--- src/rtl/rx_top.sv ---
// rx_top: UART receiver (8N1) followed by a line parser that turns lines of
// exactly eight ASCII hex digits, ended by CR or LF, into a 32-bit value.
// It accepts the same text format that the hex-dump transmitter emits.
module rx_top #(
  parameter int CLKS_PER_BIT = 10416,
  parameter int SYNC_STAGES  = 2
) (
  input  logic        i_top_clk,
  input  logic        i_top_rst,
  input  logic        UART_RXD,
  output logic [7:0]  o_rx_byte,
  output logic        o_rx_byte_valid,
  output logic [31:0] o_value,
  output logic        o_value_valid,
  output logic        o_parse_err,
  output logic        o_frame_err
);

  localparam logic [15:0] BIT_LAST  = 16'(CLKS_PER_BIT - 1);
  localparam logic [15:0] HALF_LAST = 16'((CLKS_PER_BIT / 2) - 1);
  localparam logic [7:0]  ASCII_CR  = 8'h0D;
  localparam logic [7:0]  ASCII_LF  = 8'h0A;

  typedef enum logic [1:0] {
    IDLE,
    START,
    DATA,
    STOP
  } rxState_e;

  logic [SYNC_STAGES-1:0] sync_q;
  logic                   rxdS;

  rxState_e    rxState_q, rxState_d;
  logic [15:0] bitTimer_q, bitTimer_d;
  logic [2:0]  bitIdx_q, bitIdx_d;
  logic [7:0]  dataShift_q, dataShift_d;
  logic [7:0]  rxByte_q, rxByte_d;
  logic        rxByteValid_q, rxByteValid_d;
  logic        frameErr_q, frameErr_d;

  logic        isHex;
  logic [3:0]  nibble;
  logic        isTerm;
  logic [3:0]  digitCnt_q, digitCnt_d;
  logic        lineBad_q, lineBad_d;
  logic [31:0] lineShift_q, lineShift_d;
  logic [31:0] value_q, value_d;
  logic        valueValid_q, valueValid_d;
  logic        parseErr_q, parseErr_d;

  // Bring the asynchronous pin into the clock domain; flops reset to the idle level.
  always_ff @(posedge i_top_clk) begin
    if (i_top_rst) begin
      sync_q <= '1;
    end else begin
      sync_q <= {sync_q[SYNC_STAGES-2:0], UART_RXD};
    end
  end

  assign rxdS = sync_q[SYNC_STAGES-1];

  // Byte receiver state and result registers.
  always_ff @(posedge i_top_clk) begin
    if (i_top_rst) begin
      rxState_q     <= IDLE;
      bitTimer_q    <= '0;
      bitIdx_q      <= '0;
      dataShift_q   <= '0;
      rxByte_q      <= '0;
      rxByteValid_q <= 1'b0;
      frameErr_q    <= 1'b0;
    end else begin
      rxState_q     <= rxState_d;
      bitTimer_q    <= bitTimer_d;
      bitIdx_q      <= bitIdx_d;
      dataShift_q   <= dataShift_d;
      rxByte_q      <= rxByte_d;
      rxByteValid_q <= rxByteValid_d;
      frameErr_q    <= frameErr_d;
    end
  end

  // Byte receiver next state: qualify the start bit at mid-bit, then sample each bit centre.
  always_comb begin
    rxState_d     = rxState_q;
    bitTimer_d    = bitTimer_q;
    bitIdx_d      = bitIdx_q;
    dataShift_d   = dataShift_q;
    rxByte_d      = rxByte_q;
    rxByteValid_d = 1'b0;
    frameErr_d    = 1'b0;
    case (rxState_q)
      IDLE: begin
        if (!rxdS) begin
          bitTimer_d = HALF_LAST;
          rxState_d  = START;
        end
      end
      START: begin
        if (bitTimer_q == 16'd0) begin
          if (!rxdS) begin
            rxState_d  = DATA;
            bitIdx_d   = 3'd0;
            bitTimer_d = BIT_LAST;
          end else begin
            rxState_d = IDLE;
          end
        end else begin
          bitTimer_d = bitTimer_q - 16'd1;
        end
      end
      DATA: begin
        if (bitTimer_q == 16'd0) begin
          dataShift_d[bitIdx_q] = rxdS;
          bitTimer_d            = BIT_LAST;
          if (bitIdx_q == 3'd7) begin
            rxState_d = STOP;
          end else begin
            bitIdx_d = bitIdx_q + 3'd1;
          end
        end else begin
          bitTimer_d = bitTimer_q - 16'd1;
        end
      end
      STOP: begin
        if (bitTimer_q == 16'd0) begin
          if (rxdS) begin
            rxByte_d      = dataShift_q;
            rxByteValid_d = 1'b1;
          end else begin
            frameErr_d = 1'b1;
          end
          rxState_d = IDLE;
        end else begin
          bitTimer_d = bitTimer_q - 16'd1;
        end
      end
      default: begin
        rxState_d = IDLE;
      end
    endcase
  end

  // Classify the received byte as a hex digit or a line terminator.
  always_comb begin
    isHex  = 1'b0;
    nibble = 4'd0;
    isTerm = (rxByte_q == ASCII_CR) || (rxByte_q == ASCII_LF);
    if (rxByte_q >= 8'h30 && rxByte_q <= 8'h39) begin
      isHex  = 1'b1;
      nibble = rxByte_q[3:0];
    end else if ((rxByte_q >= 8'h41 && rxByte_q <= 8'h46) ||
                 (rxByte_q >= 8'h61 && rxByte_q <= 8'h66)) begin
      isHex  = 1'b1;
      nibble = rxByte_q[3:0] + 4'd9;
    end
  end

  // Line parser registers.
  always_ff @(posedge i_top_clk) begin
    if (i_top_rst) begin
      digitCnt_q   <= '0;
      lineBad_q    <= 1'b0;
      lineShift_q  <= '0;
      value_q      <= '0;
      valueValid_q <= 1'b0;
      parseErr_q   <= 1'b0;
    end else begin
      digitCnt_q   <= digitCnt_d;
      lineBad_q    <= lineBad_d;
      lineShift_q  <= lineShift_d;
      value_q      <= value_d;
      valueValid_q <= valueValid_d;
      parseErr_q   <= parseErr_d;
    end
  end

  // Line parser next state: collect digits, then accept or reject the line on its terminator.
  always_comb begin
    digitCnt_d   = digitCnt_q;
    lineBad_d    = lineBad_q;
    lineShift_d  = lineShift_q;
    value_d      = value_q;
    valueValid_d = 1'b0;
    parseErr_d   = 1'b0;
    if (frameErr_q) begin
      lineBad_d = 1'b1;
    end else if (rxByteValid_q) begin
      if (isTerm) begin
        if (digitCnt_q == 4'd8 && !lineBad_q) begin
          value_d      = lineShift_q;
          valueValid_d = 1'b1;
        end else if (digitCnt_q != 4'd0 || lineBad_q) begin
          parseErr_d = 1'b1;
        end
        digitCnt_d  = 4'd0;
        lineBad_d   = 1'b0;
        lineShift_d = 32'd0;
      end else if (isHex) begin
        lineShift_d = {lineShift_q[27:0], nibble};
        if (digitCnt_q != 4'd9) begin
          digitCnt_d = digitCnt_q + 4'd1;
        end
      end else begin
        lineBad_d = 1'b1;
      end
    end
  end

  assign o_rx_byte       = rxByte_q;
  assign o_rx_byte_valid = rxByteValid_q;
  assign o_frame_err     = frameErr_q;
  assign o_value         = value_q;
  assign o_value_valid   = valueValid_q;
  assign o_parse_err     = parseErr_q;

endmodule

--- config.mk ---
export PLATFORM = sky130hd
export DESIGN_NAME = rx_top
export DESIGN_NICKNAME = d
export VERILOG_FILES = /design/src/rtl/rx_top.sv
export SDC_FILE = /design/constraint.sdc
export NUM_CORES = 1
export LEC_CHECK = 0
export CAP_MARGIN = 10
export CORE_UTILIZATION = 50
export CTS_CLUSTER_DIAMETER = 150
export DETAILED_ROUTE_END_ITERATION = 6
export PLACE_DENSITY = 0.83
export REMOVE_ABC_BUFFERS = 1
export SYNTH_ARGS = -nofsm -noshare
export SYNTH_HDL_FRONTEND = slang
export SYNTH_SLANG_ARGS = --single-unit
--- constraint.sdc ---
create_clock -name i_top_clk -period 2.4 [get_ports i_top_clk]
set_clock_uncertainty 0.2 [all_clocks]
set_input_delay 0.36 -clock i_top_clk [delete_from_list [all_inputs] [get_ports i_top_clk]]
set_output_delay 0.36 -clock i_top_clk [all_outputs]
set_load 0.01 [all_outputs]
==> impl_metrics.ini, run 1 <==
[logic_synthesis]
synthCells = 567
synth_top_area_share_pct = 46.5
yosysUniqueCellTypes = 52
synthTopCellsByCount = 112 x dfxtp_1, 80 x nand2_1, 76 x nor2_1
synth_seq_area_share_pct = 46.5
synth.most_common_cell = dfxtp_1
ys_seq_elements = 112
yosysTopAreaCell = dfxtp_1
synth.cell_area_sq_mm = 0.00482
synth.top_cells.by_area = dfxtp_1 46%, nand2_1 6.2%, nor2_1 5.9%
synth.avg_cell_area_sq_um = 8.50
synth_edf_count = 0
ys_async_sr_fraction_pct = 0
yosysWarnings = 0
yosys_most_used_dff = dfxtp_1

[sta]
holdWs_ns = 0.226
min_period_over_period_pct = 96.4
hold_viol = 0
slew_headroom_pct = 60.1
slew_violations = 0
timing.fmax_ghz = 0.432
fin_crit_ns = 2.31
setup_viol = 0
tightestPinTransition_ns = 0.598

[worst_setup_path]
startpoint = o_rx_byte[7]
crit_type = register to register
path_max_fanout = 5
worstReg2RegStart = o_rx_byte[7]
r2r_slack_ns = 0.09
crit_arrival_ns = 2.42
critPathRequiredTime_ns = 2.51
setup.worst_path.end_class = register
cp-start-kind = register

[cells_and_area]
antenna_cells = 0
layout-drive-gt1-share_pct = 10.8
syn2layout_area_growth_pct = 20.1
fin_nets = 633

[floorplanning]
rows = 35
die_area_sq_mm = 0.0100
die_w_microns = 100
dieHeight_microns = 100
core_area_sq_mm = 0.00928
start_util_pct = 51.9
pin_count = 47

[pwr]
p_sw_uw = 1300
power.internal_uw = 2680
leakage_uw = 0.00213
p_total_uw = 3990
sequentialPowerShare_pct = 50.1
pwr-share-comb_pct = 21.3
pwr-share-clk_pct = 28.6
switching_share_pct = 32.7
ir_worst_vdd_uv = 446
p_per_area_mw_per_mm2 = 688

[clock_tree]
worstSkewPairLatency_ns = 0.38
cts_hold_buf = 0
cts-root-buf = clkbuf_8
clockBufferDepth = 2
numCtsBuffers = 9
clkTransAtPathRegs_ns = 0.12
cts_tree = done
cts.sinks = 112
cts_max_level = 3

[drt]
firstDrtPassIters = 4
viasPerCell = 5.52
routed_wl_mm = 10.7
wire_per_inst_microns = 14.3
via_count = 4129
drtIter0Drc = 229
ant_nets = 0
drcViolationCount = 0

[placement]
gp_congestion = 0.989
portBuffers = 46
dp_hpwl_mm = 7.13

[global_route]
use_met1_pct = 27.7
antenna_found_initial = 0
track_usage_pct = 21.7
grt_pass1_wl_mm = 17.7
grt.met3_usage_pct = 3.97
grt.met2_usage_pct = 36.8
grt_max_degree = 55
grt_pass1_vias = 3782
top_usage_layer = met2
grt_overflow = 0

[status]
status = finished clean

[min_path]
min_path_type = register to register
min_from = sync_q[0]

[job]
drv_cap = 0
-- through the flow --
step | utilization [%] | setup slack, ns | cell area (sq um) | setup TNS, ns | std cells
after CTS | 61.4 | 0.0300 | 5700 | 0 | 741
after detailed placement | 59.2 | -0.00341 | 5490 | -0.00879 | 725
after floorplan | - | -0.664 | 4670 | -20.88 | 530
after global placement | 59.2 | 0.152 | 5490 | 0 | 725
after global routing | 62.4 | -0.0173 | 5790 | -0.0354 | 748
final | 62.4 | 0.0856 | 5790 | 0 | 748
-- cells by family after synthesis --
group | synth area share [%]
flops | 46.5
mux | 4.36
compound gates | 17.6
xor+xnor | 0.726
simple gates | 22.4
buf+inv | 4.33
fa+ha+maj | 4.15
-- worst max-delay path, cell delays in order, from the launching register on --
cell and delay, ns:
dfxtp_1 0.37, or4b_4 0.59, nor3_4 0.30, o31ai_4 0.10, or4_4 0.54, a21oi_2 0.14
-- per-layer routing --
| layer | routed length, microns | vias to the layer above | share of wire, % |
|---|---|---|---|
| li1 | - | 2069 | - |
| met5 | 0 | - | 0 |
| met3 | 328 | 14 | 3.1 |
| met4 | 163 | 0 | 1.5 |
| met2 | 5290 | 88 | 49 |
| met1 | 4910 | 1958 | 46 |
-- registers in the layout, summed over array words and instances (netlist names), 2 cells and up, named ones only --
name / flops
lineShift_q: 32
o_value: 32
bitTimer_q: 16
dataShift_q: 8
o_rx_byte: 8
digitCnt_q: 4
bitIdx_q: 3
sync_q: 2
-- power groups by stage --
stage	combinational, uW	clock [uW]	sequential [uW]
2_1_floorplan	522	0	2020
3_3_place_gp	769	0	2030
3_5_place_dp	795	0	2030
4_1_cts	800	1180	1990
5_1_grt	945	1240	2010
6_report	848	1140	2000
-- final timing paths --
check        cells after the start              to
min reg2reg                      1       sync_q[1]
min                              1       sync_q[1]
max reg2reg                      5  lineShift_q[2]
max                              5  lineShift_q[2]
-- final cells by class --
class	count	area, sq um
fill	821	3490
clock buffer	9	124
timing repair buffer	73	711
clock inverter	7	78.8
sequential	112	2240
tap	129	161
multi-input combinational	404	2420
inverter	14	52.6
-- cells in the final DEF (no fill, tap or decap), types with 9 or more instances in the layout --
| cell | n |
|---|---|
| nor3_1 | 14 |
| a22oi_1 | 28 |
| mux2i_1 | 20 |
| buf_4 | 24 |
| o21ai_0 | 20 |
| nand3_1 | 9 |
| dfxtp_1 | 111 |
| nor2_1 | 76 |
| clkdlybuf4s50_1 | 45 |
| clkbuf_8 | 9 |
| a21oi_1 | 52 |
| inv_1 | 14 |
| a211oi_1 | 10 |
| ha_1 | 16 |
| nand2_1 | 80 |
-- what timing repair did --
| item | CTS | global route |
|---|---|---|
| setup endpoints to repair | 17 | 60 |
| resized for setup | 1 | 11 |
| buffers inserted | 0 | 7 |
| pin swaps | 0 | 3 |
No activity file was read; power rests on OpenSTA's default activity.
==> run 2, diff against run 1 <==
- PLACE_DENSITY: 0.83 -> 0.74
==> impl_metrics.ini, run 2 (same netlist as run 1, synthesis figures left out) <==
[status]
status = finished clean

[floorplanning]
pin_count = 47
die_area_sq_mm = 0.0100
rows = 35
core_area_sq_mm = 0.00928
die_w_microns = 100
dieHeight_microns = 100
start_util_pct = 51.9

[cells_and_area]
fill_cells = 827
final_util_pct = 62.1
syn2layout_area_growth_pct = 19.5
multi_input_area_sq_mm = 0.00244
seq_area_sq_mm = 0.00224
layout-drive-gt1-share_pct = 9.92
design_area_sq_mm = 0.00576
final_cell_mix = 112 x dfxtp_1, 80 x nand2_1, 76 x nor2_1
fin_nets = 629
final_common_cell = dfxtp_1
antenna_cells = 0

[job]
drv_cap = 0

[worst_setup_path]
cp-start-kind = register
startpoint = bitTimer_q[0]
worstReg2RegStart = bitTimer_q[0]
rr_endpoint = bitTimer_q[12]
path_max_fanout = 8
crit_arrival_ns = 2.36
r2r_slack_ns = 0.13
setup.worst_path.end_class = register
critPathRequiredTime_ns = 2.50
reg2regPathDepth = 9
crit_type = register to register
worstSetupEndpoint = bitTimer_q[12]

[drt]
via_count = 4102
ant_nets = 0
wire_per_inst_microns = 13.9
drcViolationCount = 0
drtIter0Drc = 129
viasPerCell = 5.51
firstDrtPassIters = 4
routed_wl_mm = 10.3

[sta]
fin_setup_tns_ns = 0
min_period_over_period_pct = 94.5
rsz0062_at_grt = false
tightestPinTransition_ns = 0.570
slew_headroom_pct = 61.5
setup_viol = 0
setup_ws_ns = 0.131
hold_viol = 0
timing.fmax_ghz = 0.441
fin_crit_ns = 2.27
slew_violations = 0

[clock_tree]
postCtsSetupRepairBufs = 0
worstSkewPairLatency_ns = 0.37
cts_max_level = 3
clockBufferDepth = 2
numCtsBuffers = 9
cts_resized = 0
cts.sinks = 112
clkTransAtPathRegs_ns = 0.12
cts_tree = done
cts-root-buf = clkbuf_8
cts_hold_buf = 0

[placement]
postPlaceCellArea_sq_mm = 0.00550
dp_hpwl_mm = 7.05
dp_slack_ns = 0.0949
gp_congestion = 0.884
portBuffers = 46

[min_path]
min_path_type = register to register

[pwr]
leakage_uw = 0.00210
p_total_uw = 3990
ir_worst_vdd_uv = 473
p_per_area_mw_per_mm2 = 692

[global_route]
grt_pass1_vias = 3868
grt_overflow = 0
grt_max_degree = 58
track_usage_pct = 21.7
antenna_found_initial = 0
grt_pass1_wl_mm = 17.7
==> run 2: layout make-up <==
cell class,count,area share [%]
clock buffer,9,2.15
clock inverter,7,1.37
inverter,14,0.912
multi-input combinational,404,42.3
sequential,112,38.9
tap,129,2.80
timing repair buffer,69,11.6
==> run 2: metrics by stage <==
stage	instances	hold WS, ns
after floorplan	530	0.189
after global placement	728	0.192
after detailed placement	728	0.208
after CTS	744	0.236
after global routing	744	0.257
final	744	0.232
==> run 2: worst min path at each step <==
stage | startpoint | cells after the start | endpoint
3_3_place_gp | sync_q[0] | 1 | sync_q[1]
4_1_cts | sync_q[0] | 1 | sync_q[1]
5_1_grt | sync_q[0] | 1 | sync_q[1]
3_5_place_dp | sync_q[0] | 1 | sync_q[1]
2_1_floorplan | sync_q[0] | 1 | sync_q[1]
6_report | sync_q[0] | 1 | sync_q[1]
==> run 2: where the power goes <==
part           leakage [uW]  total, uW  internal (uW)  switching, uW
clock              0.000102       1130            419            707
sequential         0.000904       2000           1920           79.0
combinational       0.00109        858            340            518
total               0.00210       3990           2680           1300
==> run 2: worst max-delay path, cell delays in order, from the launching register on <==
cell     delay (ns)
dfxtp_1        0.39
inv_1          0.09
ha_1           0.19
nor4b_2        0.15
buf_4          0.15
a41o_1         0.24
buf_4          0.17
nor4b_1        0.31
o21ai_0        0.15
a21oi_1        0.14
==> run 2: metal layers <==
layer	track usage, %	wire length [microns]
met5	0	0
met4	8.03	134
met3	3.48	481
met2	36.8	5140
met1	27.9	4570
==> run 3, diff against run 2 <==
- CTS_CLUSTER_DIAMETER: 150 -> 50
- HOLD_SLACK_MARGIN: default -> 0.05
==> results of run 3 <==
Same layout as run 2: the final DEF is identical, and so are final timing and power.
